$ cat src/rtl/alu_ctrl_pkg.sv
// Shared key codes, state encodings and op limit
// for the calculator entry controller.
package alu_ctrl_pkg;

  localparam logic [3:0] KEY_0     = 4'h0;
  localparam logic [3:0] KEY_9     = 4'h9;
  localparam logic [3:0] KEY_SEL_A = 4'hA;
  localparam logic [3:0] KEY_SEL_B = 4'hB;
  localparam logic [3:0] KEY_OP    = 4'hC;
  localparam logic [3:0] KEY_BS    = 4'hD;
  localparam logic [3:0] KEY_ENT   = 4'hE;

  localparam logic [3:0] OP_MAX = 4'd7;

  typedef enum logic [2:0] {
    ST_ENTRY_A  = 3'd0,
    ST_ENTRY_B  = 3'd1,
    ST_ENTRY_OP = 3'd2,
    ST_CONVERT  = 3'd3,
    ST_RUN      = 3'd4,
    ST_RESULT   = 3'd5
  } state_t;

  function automatic logic is_nav(
    input logic [3:0] k
  );
    return (k == KEY_SEL_A) ||
           (k == KEY_SEL_B) ||
           (k == KEY_OP);
  endfunction

endpackage

$ cat src/rtl/bcd_to_bin.sv
// Sequential BCD to binary converter, one digit
// per cycle, most significant digit first.
module bcd_to_bin #(
  parameter int DIGITS = 3,
  parameter int W      = 10
) (
  input  logic                clk,
  input  logic                rst,
  input  logic                i_start,
  input  logic [4*DIGITS-1:0] i_bcd,
  output logic                o_done,
  output logic [W-1:0]        o_value
);

  localparam int CW = $clog2(DIGITS + 1);

  logic [4*DIGITS-1:0] r_sr;
  logic [W-1:0]        r_acc;
  logic [CW-1:0]       r_cnt;
  logic                r_busy;

  logic [3:0]   w_msd;
  logic [W-1:0] w_next;
  logic         w_last;

  assign w_msd  = r_sr[4*DIGITS-1 -: 4];
  assign w_next = W'(r_acc * W'(10)) + W'(w_msd);
  assign w_last = r_busy &&
                  (r_cnt == CW'(DIGITS - 1));

  // done is flagged in the last step so the
  // caller can commit the value on that edge
  assign o_done  = w_last;
  assign o_value = w_next;

  always_ff @(posedge clk or posedge rst) begin
    if (rst) begin
      r_sr   <= '0;
      r_acc  <= '0;
      r_cnt  <= '0;
      r_busy <= 1'b0;
    end else if (i_start) begin
      r_sr   <= i_bcd;
      r_acc  <= '0;
      r_cnt  <= '0;
      r_busy <= 1'b1;
    end else if (r_busy) begin
      r_acc <= w_next;
      r_sr  <= r_sr << 4;
      r_cnt <= r_cnt + 1'b1;
      if (w_last)
        r_busy <= 1'b0;
    end
  end

endmodule

$ cat src/rtl/alu_entry_ctrl.sv
// Keypad entry controller: edits decimal operands,
// converts them to binary and launches the ALU.
module alu_entry_ctrl
  import alu_ctrl_pkg::*;
#(
  parameter int DIGITS = 3,
  parameter int W      = 10
) (
  input  logic                CLK100MHZ,
  input  logic                RST,
  input  logic [3:0]          KEY_CODE,
  input  logic                KEY_STB,
  output logic [W-1:0]        ALU_A,
  output logic [W-1:0]        ALU_B,
  output logic [2:0]          ALU_OP,
  output logic                ALU_START,
  input  logic                ALU_DONE,
  output logic [4*DIGITS-1:0] DISP_BCD,
  output logic [2:0]          STATE,
  output logic                ERR
);

  localparam int BW = 4 * DIGITS;
  localparam int CW = $clog2(DIGITS + 1);

  state_t        r_state, w_state_nx;
  logic [BW-1:0] r_buf, w_buf_nx;
  logic [BW-1:0] r_disp, w_disp_nx;
  logic [CW-1:0] r_cnt, w_cnt_nx;
  logic [2:0]    r_pend, w_pend_nx;
  logic          r_pend_vld, w_pend_vld_nx;
  logic          r_sel_b, w_sel_b_nx;
  logic [W-1:0]  r_a, r_b;
  logic [2:0]    r_op;
  logic          r_start, r_err;

  logic         w_start, w_err;
  logic         w_conv_go, w_op_ld;
  logic         w_commit_a, w_commit_b;
  logic         w_conv_done;
  logic [W-1:0] w_conv_val;
  logic         w_dig, w_full, w_empty;

  assign w_dig   = KEY_CODE <= KEY_9;
  assign w_full  = r_cnt == CW'(DIGITS);
  assign w_empty = r_cnt == '0;

  bcd_to_bin #(
    .DIGITS (DIGITS),
    .W      (W)
  ) u_conv (
    .clk     (CLK100MHZ),
    .rst     (RST),
    .i_start (w_conv_go),
    .i_bcd   (r_buf),
    .o_done  (w_conv_done),
    .o_value (w_conv_val)
  );

  always_ff @(posedge CLK100MHZ or posedge RST) begin
    if (RST)
      r_state <= ST_ENTRY_A;
    else
      r_state <= w_state_nx;
  end

  always_comb begin
    w_state_nx    = r_state;
    w_buf_nx      = r_buf;
    w_cnt_nx      = r_cnt;
    w_pend_nx     = r_pend;
    w_pend_vld_nx = r_pend_vld;
    w_sel_b_nx    = r_sel_b;
    w_start       = 1'b0;
    w_err         = 1'b0;
    w_conv_go     = 1'b0;
    w_op_ld       = 1'b0;
    w_commit_a    = 1'b0;
    w_commit_b    = 1'b0;

    if (r_state == ST_RUN && ALU_DONE)
      w_state_nx = ST_RESULT;

    if (r_state == ST_CONVERT && w_conv_done) begin
      w_commit_a = !r_sel_b;
      w_commit_b = r_sel_b;
      w_state_nx = r_sel_b ? ST_ENTRY_OP
                           : ST_ENTRY_B;
      w_pend_nx     = 3'd0;
      w_pend_vld_nx = 1'b0;
    end

    if (KEY_STB) begin
      if (r_state == ST_CONVERT ||
          r_state == ST_RUN) begin
        w_err = 1'b1;
      end else if (is_nav(KEY_CODE)) begin
        w_buf_nx      = '0;
        w_cnt_nx      = '0;
        w_pend_nx     = 3'd0;
        w_pend_vld_nx = 1'b0;
        unique case (1'b1)
          KEY_CODE == KEY_SEL_A:
            w_state_nx = ST_ENTRY_A;
          KEY_CODE == KEY_SEL_B:
            w_state_nx = ST_ENTRY_B;
          default:
            w_state_nx = ST_ENTRY_OP;
        endcase
      end else begin
        unique case (r_state)
          ST_ENTRY_OP: begin
            unique case (1'b1)
              w_dig: begin
                if (KEY_CODE > OP_MAX) begin
                  w_err = 1'b1;
                end else begin
                  w_pend_nx     = KEY_CODE[2:0];
                  w_pend_vld_nx = 1'b1;
                end
              end
              KEY_CODE == KEY_BS: begin
                w_pend_nx     = 3'd0;
                w_pend_vld_nx = 1'b0;
              end
              KEY_CODE == KEY_ENT: begin
                if (r_pend_vld) begin
                  w_op_ld    = 1'b1;
                  w_start    = 1'b1;
                  w_state_nx = ST_RUN;
                end else begin
                  w_err = 1'b1;
                end
              end
              default: w_err = 1'b1;
            endcase
          end
          ST_RESULT: begin
            unique case (1'b1)
              w_dig: begin
                w_state_nx = ST_ENTRY_A;
                w_buf_nx   = BW'(KEY_CODE);
                w_cnt_nx   = CW'(1);
              end
              KEY_CODE == KEY_ENT: begin
                w_start    = 1'b1;
                w_state_nx = ST_RUN;
              end
              KEY_CODE == KEY_BS: ;
              default: w_err = 1'b1;
            endcase
          end
          default: begin
            unique case (1'b1)
              w_dig: begin
                if (w_full) begin
                  w_err = 1'b1;
                end else begin
                  w_buf_nx = (r_buf << 4) |
                             BW'(KEY_CODE);
                  w_cnt_nx = r_cnt + 1'b1;
                end
              end
              KEY_CODE == KEY_BS: begin
                if (!w_empty) begin
                  w_buf_nx = r_buf >> 4;
                  w_cnt_nx = r_cnt - 1'b1;
                end
              end
              KEY_CODE == KEY_ENT: begin
                w_conv_go  = 1'b1;
                w_sel_b_nx = r_state == ST_ENTRY_B;
                w_state_nx = ST_CONVERT;
                w_buf_nx   = '0;
                w_cnt_nx   = '0;
              end
              default: w_err = 1'b1;
            endcase
          end
        endcase
      end
    end
  end

  // display tracks the next edit view, else holds
  always_comb begin
    w_disp_nx = r_disp;
    unique case (w_state_nx)
      ST_ENTRY_A, ST_ENTRY_B:
        w_disp_nx = w_buf_nx;
      ST_ENTRY_OP:
        w_disp_nx = BW'(w_pend_nx);
      default:
        w_disp_nx = r_disp;
    endcase
  end

  always_ff @(posedge CLK100MHZ or posedge RST) begin
    if (RST) begin
      r_buf      <= '0;
      r_cnt      <= '0;
      r_pend     <= 3'd0;
      r_pend_vld <= 1'b0;
      r_sel_b    <= 1'b0;
      r_disp     <= '0;
      r_a        <= '0;
      r_b        <= '0;
      r_op       <= 3'd0;
      r_start    <= 1'b0;
      r_err      <= 1'b0;
    end else begin
      r_buf      <= w_buf_nx;
      r_cnt      <= w_cnt_nx;
      r_pend     <= w_pend_nx;
      r_pend_vld <= w_pend_vld_nx;
      r_sel_b    <= w_sel_b_nx;
      r_disp     <= w_disp_nx;
      r_start    <= w_start;
      r_err      <= w_err;
      if (w_op_ld)
        r_op <= r_pend;
      if (w_commit_a)
        r_a <= w_conv_val;
      if (w_commit_b)
        r_b <= w_conv_val;
    end
  end

  assign ALU_A     = r_a;
  assign ALU_B     = r_b;
  assign ALU_OP    = r_op;
  assign ALU_START = r_start;
  assign DISP_BCD  = r_disp;
  assign STATE     = r_state;
  assign ERR       = r_err;

endmodule

$ cat config.mk
export PLATFORM = sky130hd
export DESIGN_NAME = alu_entry_ctrl
export DESIGN_NICKNAME = d
export VERILOG_FILES = /design/src/rtl/alu_ctrl_pkg.sv /design/src/rtl/bcd_to_bin.sv /design/src/rtl/alu_entry_ctrl.sv
export SDC_FILE = /design/constraint.sdc
export NUM_CORES = 1
export LEC_CHECK = 0
export CELL_PAD_IN_SITES_DETAIL_PLACEMENT = 1
export CELL_PAD_IN_SITES_GLOBAL_PLACEMENT = 2
export CORE_MARGIN = 1
export CORE_UTILIZATION = 39
export DETAILED_ROUTE_END_ITERATION = 8
export GPL_TIMING_DRIVEN = 0
export PLACE_DENSITY_LB_ADDON = 0.08
export SYNTH_ARGS = -nofsm -noshare
export SYNTH_HDL_FRONTEND = slang
export SYNTH_SLANG_ARGS = --single-unit
export TNS_END_PERCENT = 5
$ cat constraint.sdc
create_clock -name CLK100MHZ -period 5.7 [get_ports CLK100MHZ]
set_input_delay 1.14 -clock CLK100MHZ [delete_from_list [all_inputs] [get_ports CLK100MHZ]]
set_output_delay 1.14 -clock CLK100MHZ [all_outputs]
set_load 0.01 [all_outputs]
**Word-level counts from Yosys, hierarchy flattened**

Cells that the tools add are included.

- Flip-flop bits (word level): 84
- Input port bits: 8
- Output and inout port bits: 40
- Logic and storage cells: 140

- $add $sub $neg: 4
- $mul: 1
- $lt $le $gt $ge: 2
- Equality and inequality tests: 18
- Mux-type cells: 77
- Bitwise operators: 4
- Reductions and logical operators: 18

Operators by type and width:

| cell | count |
|---|---|
| $mux 12 | 8 |
| $pmux 12 s2 | 2 |
| $mux 3 | 14 |
| $pmux 12 s3 | 1 |
| $mux 1 | 32 |
| $eq 4x4->1 const B | 5 |
| $mux 10 | 2 |
| $pmux 3 s2 | 3 |
| $mux 2 | 7 |
| $or 12x4->12 | 1 |
| $add 10x4->10 | 1 |
| $mul 10x3->9 const B | 1 |
| $eq 3x2->1 const B | 3 |
| $pmux 1 s2 | 4 |
| $pmux 2 s2 | 2 |
| $reduce_and 7->1 | 1 |
| $eq 3x1->1 const B | 2 |
| $eq 3x3->1 const B | 2 |
| $pmux 2 s3 | 1 |
| $reduce_or 2->1 | 3 |
| $reduce_and 5->1 | 1 |
| $add 2x1->2 const B | 2 |
| $eq 2x2->1 const B | 2 |
| $gt 4x3->1 const B | 1 |
| 16 further kinds | 23 |

**Longest topological paths before layout**

- Word-level depth: 13
- Gate-level depth with buffers: 10
- Gate-level depth less buffers: 10

**Hierarchy**

From an unflattened synthesis, not the netlist that was laid out.

- Cells, all modules: 438
- Area total of the unflattened synthesis: 4636.9 um^2

By module, submodules not included:

| module | times used | cells each | area an instance (um^2) | sequential area each (um^2) |
|---|---|---|---|---|
| alu_entry_ctrl | 1 | 279 | 3091.7 | 1476.4 |
| bcd_to_bin | 1 | 159 | 1545.2 | 600.6 |

**Worst setup path before layout**

No wires, ideal clock.

- Path kind: in2reg
- Start point: input port KEY_CODE[1]
- End point: register r_disp[0] (netlist: DISP_BCD[0])
- Setup time: 0.126 ns
- Data arrival time: 2.834 ns
- Required time: 5.574 ns
- Path slack: 2.740 ns
- Stages on the path: 10
- Buffers on the path: 4
- Path through: buf_6 -> and4b_1 -> buf_2 -> and3_1 -> clkbuf_1 -> a221oi_4 -> a31oi_4 -> a21o_1 -> buf_6 -> a221o_1

- Cells in the longest elaborated chain, start to end: 9
- Elaborated cells between the ends (all ways): 35
- Those cells by class: order compare (2); eq/ne (7); mux (21); reduce/logical (5)

Ends and longest elaborated chain:

| element | line | text |
|---|---|---|
| start: declaration | alu_entry_ctrl.sv:11 | `input logic [3:0] KEY_CODE,` |
| $le 4x4->1, or another cell as far along | alu_entry_ctrl.sv:44 | `assign w_dig = KEY_CODE <= KEY_9;` |
| $pmux 3 s2, or another cell as far along | alu_entry_ctrl.sv:139 | `unique case (1'b1)` |
| $pmux 3 s2 or $logic_or 1x1->1 (tied branches) | alu_entry_ctrl.sv:111, alu_ctrl_pkg.sv:28 |  |
| $mux 3 * | alu_entry_ctrl.sv:97 | `end else if (is_nav(KEY_CODE)) begin` |
| $mux 3 * | alu_entry_ctrl.sv:94 | `if (r_state == ST_CONVERT \|\|` |
| $mux 3 * | alu_entry_ctrl.sv:93 | `if (KEY_STB) begin` |
| via w_state_nx[1] | alu_entry_ctrl.sv:26 | `state_t r_state, w_state_nx;` |
| $eq 3x1->1 or $logic_not 3->1 (tied branches) | alu_entry_ctrl.sv:188 | `unique case (w_state_nx)` |
| $reduce_or 2->1 | alu_entry_ctrl.sv:188 |  |
| $pmux 12 s2 or $reduce_bool 2->1 (tied branches) | - |  |
| end signal: assignment | alu_entry_ctrl.sv:217 | `r_disp <= w_disp_nx;` |
| end: declaration | alu_entry_ctrl.sv:28 | `logic [BW-1:0] r_disp, w_disp_nx;` |

The timed path passes the listed nets; every way through them passes the cells marked *.
A chain may end at the register's enable or synchronous reset.

**Worst setup path after layout**

- Start point: input port KEY_CODE[0]
- End point: register r_disp[9] (netlist: DISP_BCD[9])

- Elaborated cells between the ends (all ways): 28
- Those cells by class: order compare (1); eq/ne (7); mux (15); reduce/logical (5)

RTL lines:

| element | line | text |
|---|---|---|
| $le 4x4->1, or another cell as far along | alu_entry_ctrl.sv:44 |  |
| $pmux 12 s3, or another cell as far along | alu_entry_ctrl.sv:154 | `unique case (1'b1)` |
| $pmux 12 s2 or $logic_or 1x1->1 (tied branches) | alu_entry_ctrl.sv:111, alu_ctrl_pkg.sv:28 |  |
| $mux 12 * | alu_entry_ctrl.sv:97 |  |
| $mux 12 * | alu_entry_ctrl.sv:94 |  |
| $mux 12 * | alu_entry_ctrl.sv:93 |  |
| via w_buf_nx[9] | alu_entry_ctrl.sv:27 | `logic [BW-1:0] r_buf, w_buf_nx;` |
| $pmux 12 s2 * | alu_entry_ctrl.sv:188 |  |

Marked as above.

==> flow_summary.yaml <==
die:
  die_area_mm2: 0.0123
  core_mm2: 0.0115
  dieWidth_um: 111
  die_y_um: 111
  num_rows: 39
  io_pins: 48
  initial_core_util_pct: 40.3
critical_path:
  worstSetupStartpointType: "primary input"
  path_max_fanout: 10
  worst_ep_arrival_time_ns: 3.86
  rrSetupSlack_ns: 2.71
  worstSetupPathType: "primary input to flip-flop"
  required_ns: 5.98
  end_kind: "flip-flop"
route:
  vias: 3809
  first_iter_violations: 140
  drc: 8
  final_antenna_net_count: 0
  firstDrtPassIters: 6
  wl_per_cell_um: 18.9
  vias_per_cell: 5.63
  finalWirelength_um: 12800
synthesis:
  ys_ff_latch: 83
  syn_avg_cell_area_um2: 9.88
  yosys_most_used_dff: "dfrtp_1"
  synth_cell_type_count: 70
  synth_nets: 495
  syn-instance-count: 470
  netlist_area_mm2: 0.00464
  synth_warnings: 0
  yosys-top-cells-area: "dfrtp_1 45%, nand2_1 4.4%, ha_1 4.0%"
  synth_top_area_share_pct: 44.7
  async_flop_share_pct: 100
  synth-edff-count: 0
  yosysSeqAreaShare_pct: 44.7
  yosys.area.top_type: "dfrtp_1"
sta:
  slew_violations: 0
  fin_tns_setup_ns: 0
  fin_worst_skew_ns: 0.00689
  fin_crit_ns: 3.58
  period_share_pct: 62.9
  setup_viol: 0
  whs_ns: 0.461
  slew_headroom_pct: 50.4
  clock.fmax_ghz: 0.279
  hold_violations: 0
  rsz0062_at_grt: "no"
  worst_slew_pin_slew_ns: 0.744
cts:
  ctsHoldBuffers: 0
  cts_root_buf: "clkbuf_16"
  cts_made_buffers: 9
  postCtsResizedCells: 0
  postCtsSetupRepairBufs: 0
  insertion_delay_ns: 0.34
  cts_tree: "yes"
  clkTransAtPathRegs_ns: 0.06
  cts_buffer_depth: 2
  clock-sinks: 83
  h-tree-depth: 3
global_route:
  grt_max_degree: 63
  antenna_found_initial: 0
  grt_pass1_vias: 4029
  grt_usage_pct: 22.0
  gr-total-overflow: 0
  grt_pass1_wl_um: 21200
final_layout:
  fin_area_mm2: 0.00564
  fin_nets: 553
  layout_common_cells: "83 x dfrtp_1, 55 x nand2_1, 46 x clkdlybuf4s50_1"
  utilization_pct: 49.0
  drive_gt1_share_pct: 10.9
  areaGrowthSynthToFinish_pct: 21.5
  layout_commonest_cell: "dfrtp_1"
  antenna_cells: 0
flow_run:
  maxCapViolations: 0
place:
  portBuffers: 46
  gp_congestion: 0.830
  postPlaceCellArea_mm2: 0.00531
  hpwl_um: 9520
hold_path:
  holdCritPathClass: "flip-flop to flip-flop"
pwr:
  leakagePower_nw: 2.51
  peakVddDrop_mv: 0.190
  power_mw: 3.02
  cellPowerDensity_mw_per_mm2: 536
outcome:
  status: "finished, violations left"
  violations: "design-rule violations"
## worst max-delay path: stages
cell and delay (ns):
clkdlybuf4s50_1 0.47, buf_2 0.22, and4bb_2 0.32, a21oi_1 0.46
o21ai_0 0.26, o21ai_1 0.59, a22o_1 0.27, a22o_1 0.13
## kinds of logic (layout without fill, tap and decap cells)
| kind of cell | Yosys count | count (layout) | share of synthesized area, % |
|---|---|---|---|
| AOI/OAI and AO/OA | 132 | 132 | 20.5 |
| xor gates and xnor gates | 17 | 17 | 3.21 |
| adders and majority gates | 17 | 17 | 4.91 |
| buffers and inverters | 41 | 104 | 4.07 |
| DFF | 83 | 83 | 44.7 |
| muxes | 21 | 21 | 4.74 |
| and+or+nand+nor | 159 | 159 | 17.8 |
## layout make-up
type	count	area, um2
buffer	28	140
inverter	13	51.3
tap	143	179
multi-input combinational	346	2380
fill	1303	5880
sequential	83	2080
clock inverter	5	83.8
timing repair buffer	47	488
clock buffer	11	243
## cell usage after synthesis (5+ instances only)
library cell,count
ha_1,15
dfrtp_1,83
nor3_1,6
a21o_1,7
a22oi_1,5
mux2i_1,13
buf_2,10
o21ai_0,36
clkbuf_1,13
nand2_1,55
a22o_1,16
nor2b_1,5
nand3_1,11
a21oi_1,19
or2_2,6
mux2_2,8
xor2_1,7
a211oi_1,8
inv_1,13
xnor2_1,10
nor2_1,32
nand2b_1,5
## state kept, by name, summed over array words and instances, names as in the netlist
register / cells
r_pend: 3
u_conv.r_busy: 1
ALU_A: 10
r_pend_vld: 1
ALU_OP: 3
r_cnt: 2
ALU_START: 1
DISP_BCD: 12
u_conv.r_acc: 9
ERR: 1
r_sel_b: 1
r_buf: 12
STATE: 3
u_conv.r_sr: 12
u_conv.r_cnt: 2
ALU_B: 10
## where the power goes
group / internal [mW] / leakage (nW) / switching, mW / total [mW]
clock: 0.398 / 0.152 / 0.243 / 0.640
combinational: 0.608 / 1.25 / 0.812 / 1.42
sequential: 0.788 / 1.11 / 0.171 / 0.960
total: 1.79 / 2.51 / 1.23 / 3.02
## per-layer routing
| metal | vias to the layer above | wire [um] | global-route usage (%) |
|---|---|---|---|
| li1 | 1816 | - | - |
| met1 | 1930 | 5850 | 27.8 |
| met2 | 47 | 6360 | 38.4 |
| met3 | 16 | 262 | 2.57 |
| met4 | 0 | 291 | 8.92 |
| met5 | - | 0 | 0 |
## stage by stage
step | cells | setup WS (ns)
CTS | 676 | 2.08
finish | 676 | 2.12
floorplan | 470 | 2.42
global placement | 659 | 1.02
global route | 676 | 1.91
detailed placement | 660 | 1.73
## path summary, 6_finish.rpt
kind | from | to | cells past startpoint
setup / recovery | KEY_CODE[0] | DISP_BCD[9] | 8
setup reg to reg | u_conv.r_acc[1] | ALU_B[9] | 8
max in group asynchronous | RST | STATE[2] | 3
hold / removal | ALU_B[9] | ALU_B[9] | 2
hold reg to reg | ALU_B[9] | ALU_B[9] | 2
min in group asynchronous | RST | ERR | 2
(Power assumes the default switching activity.)
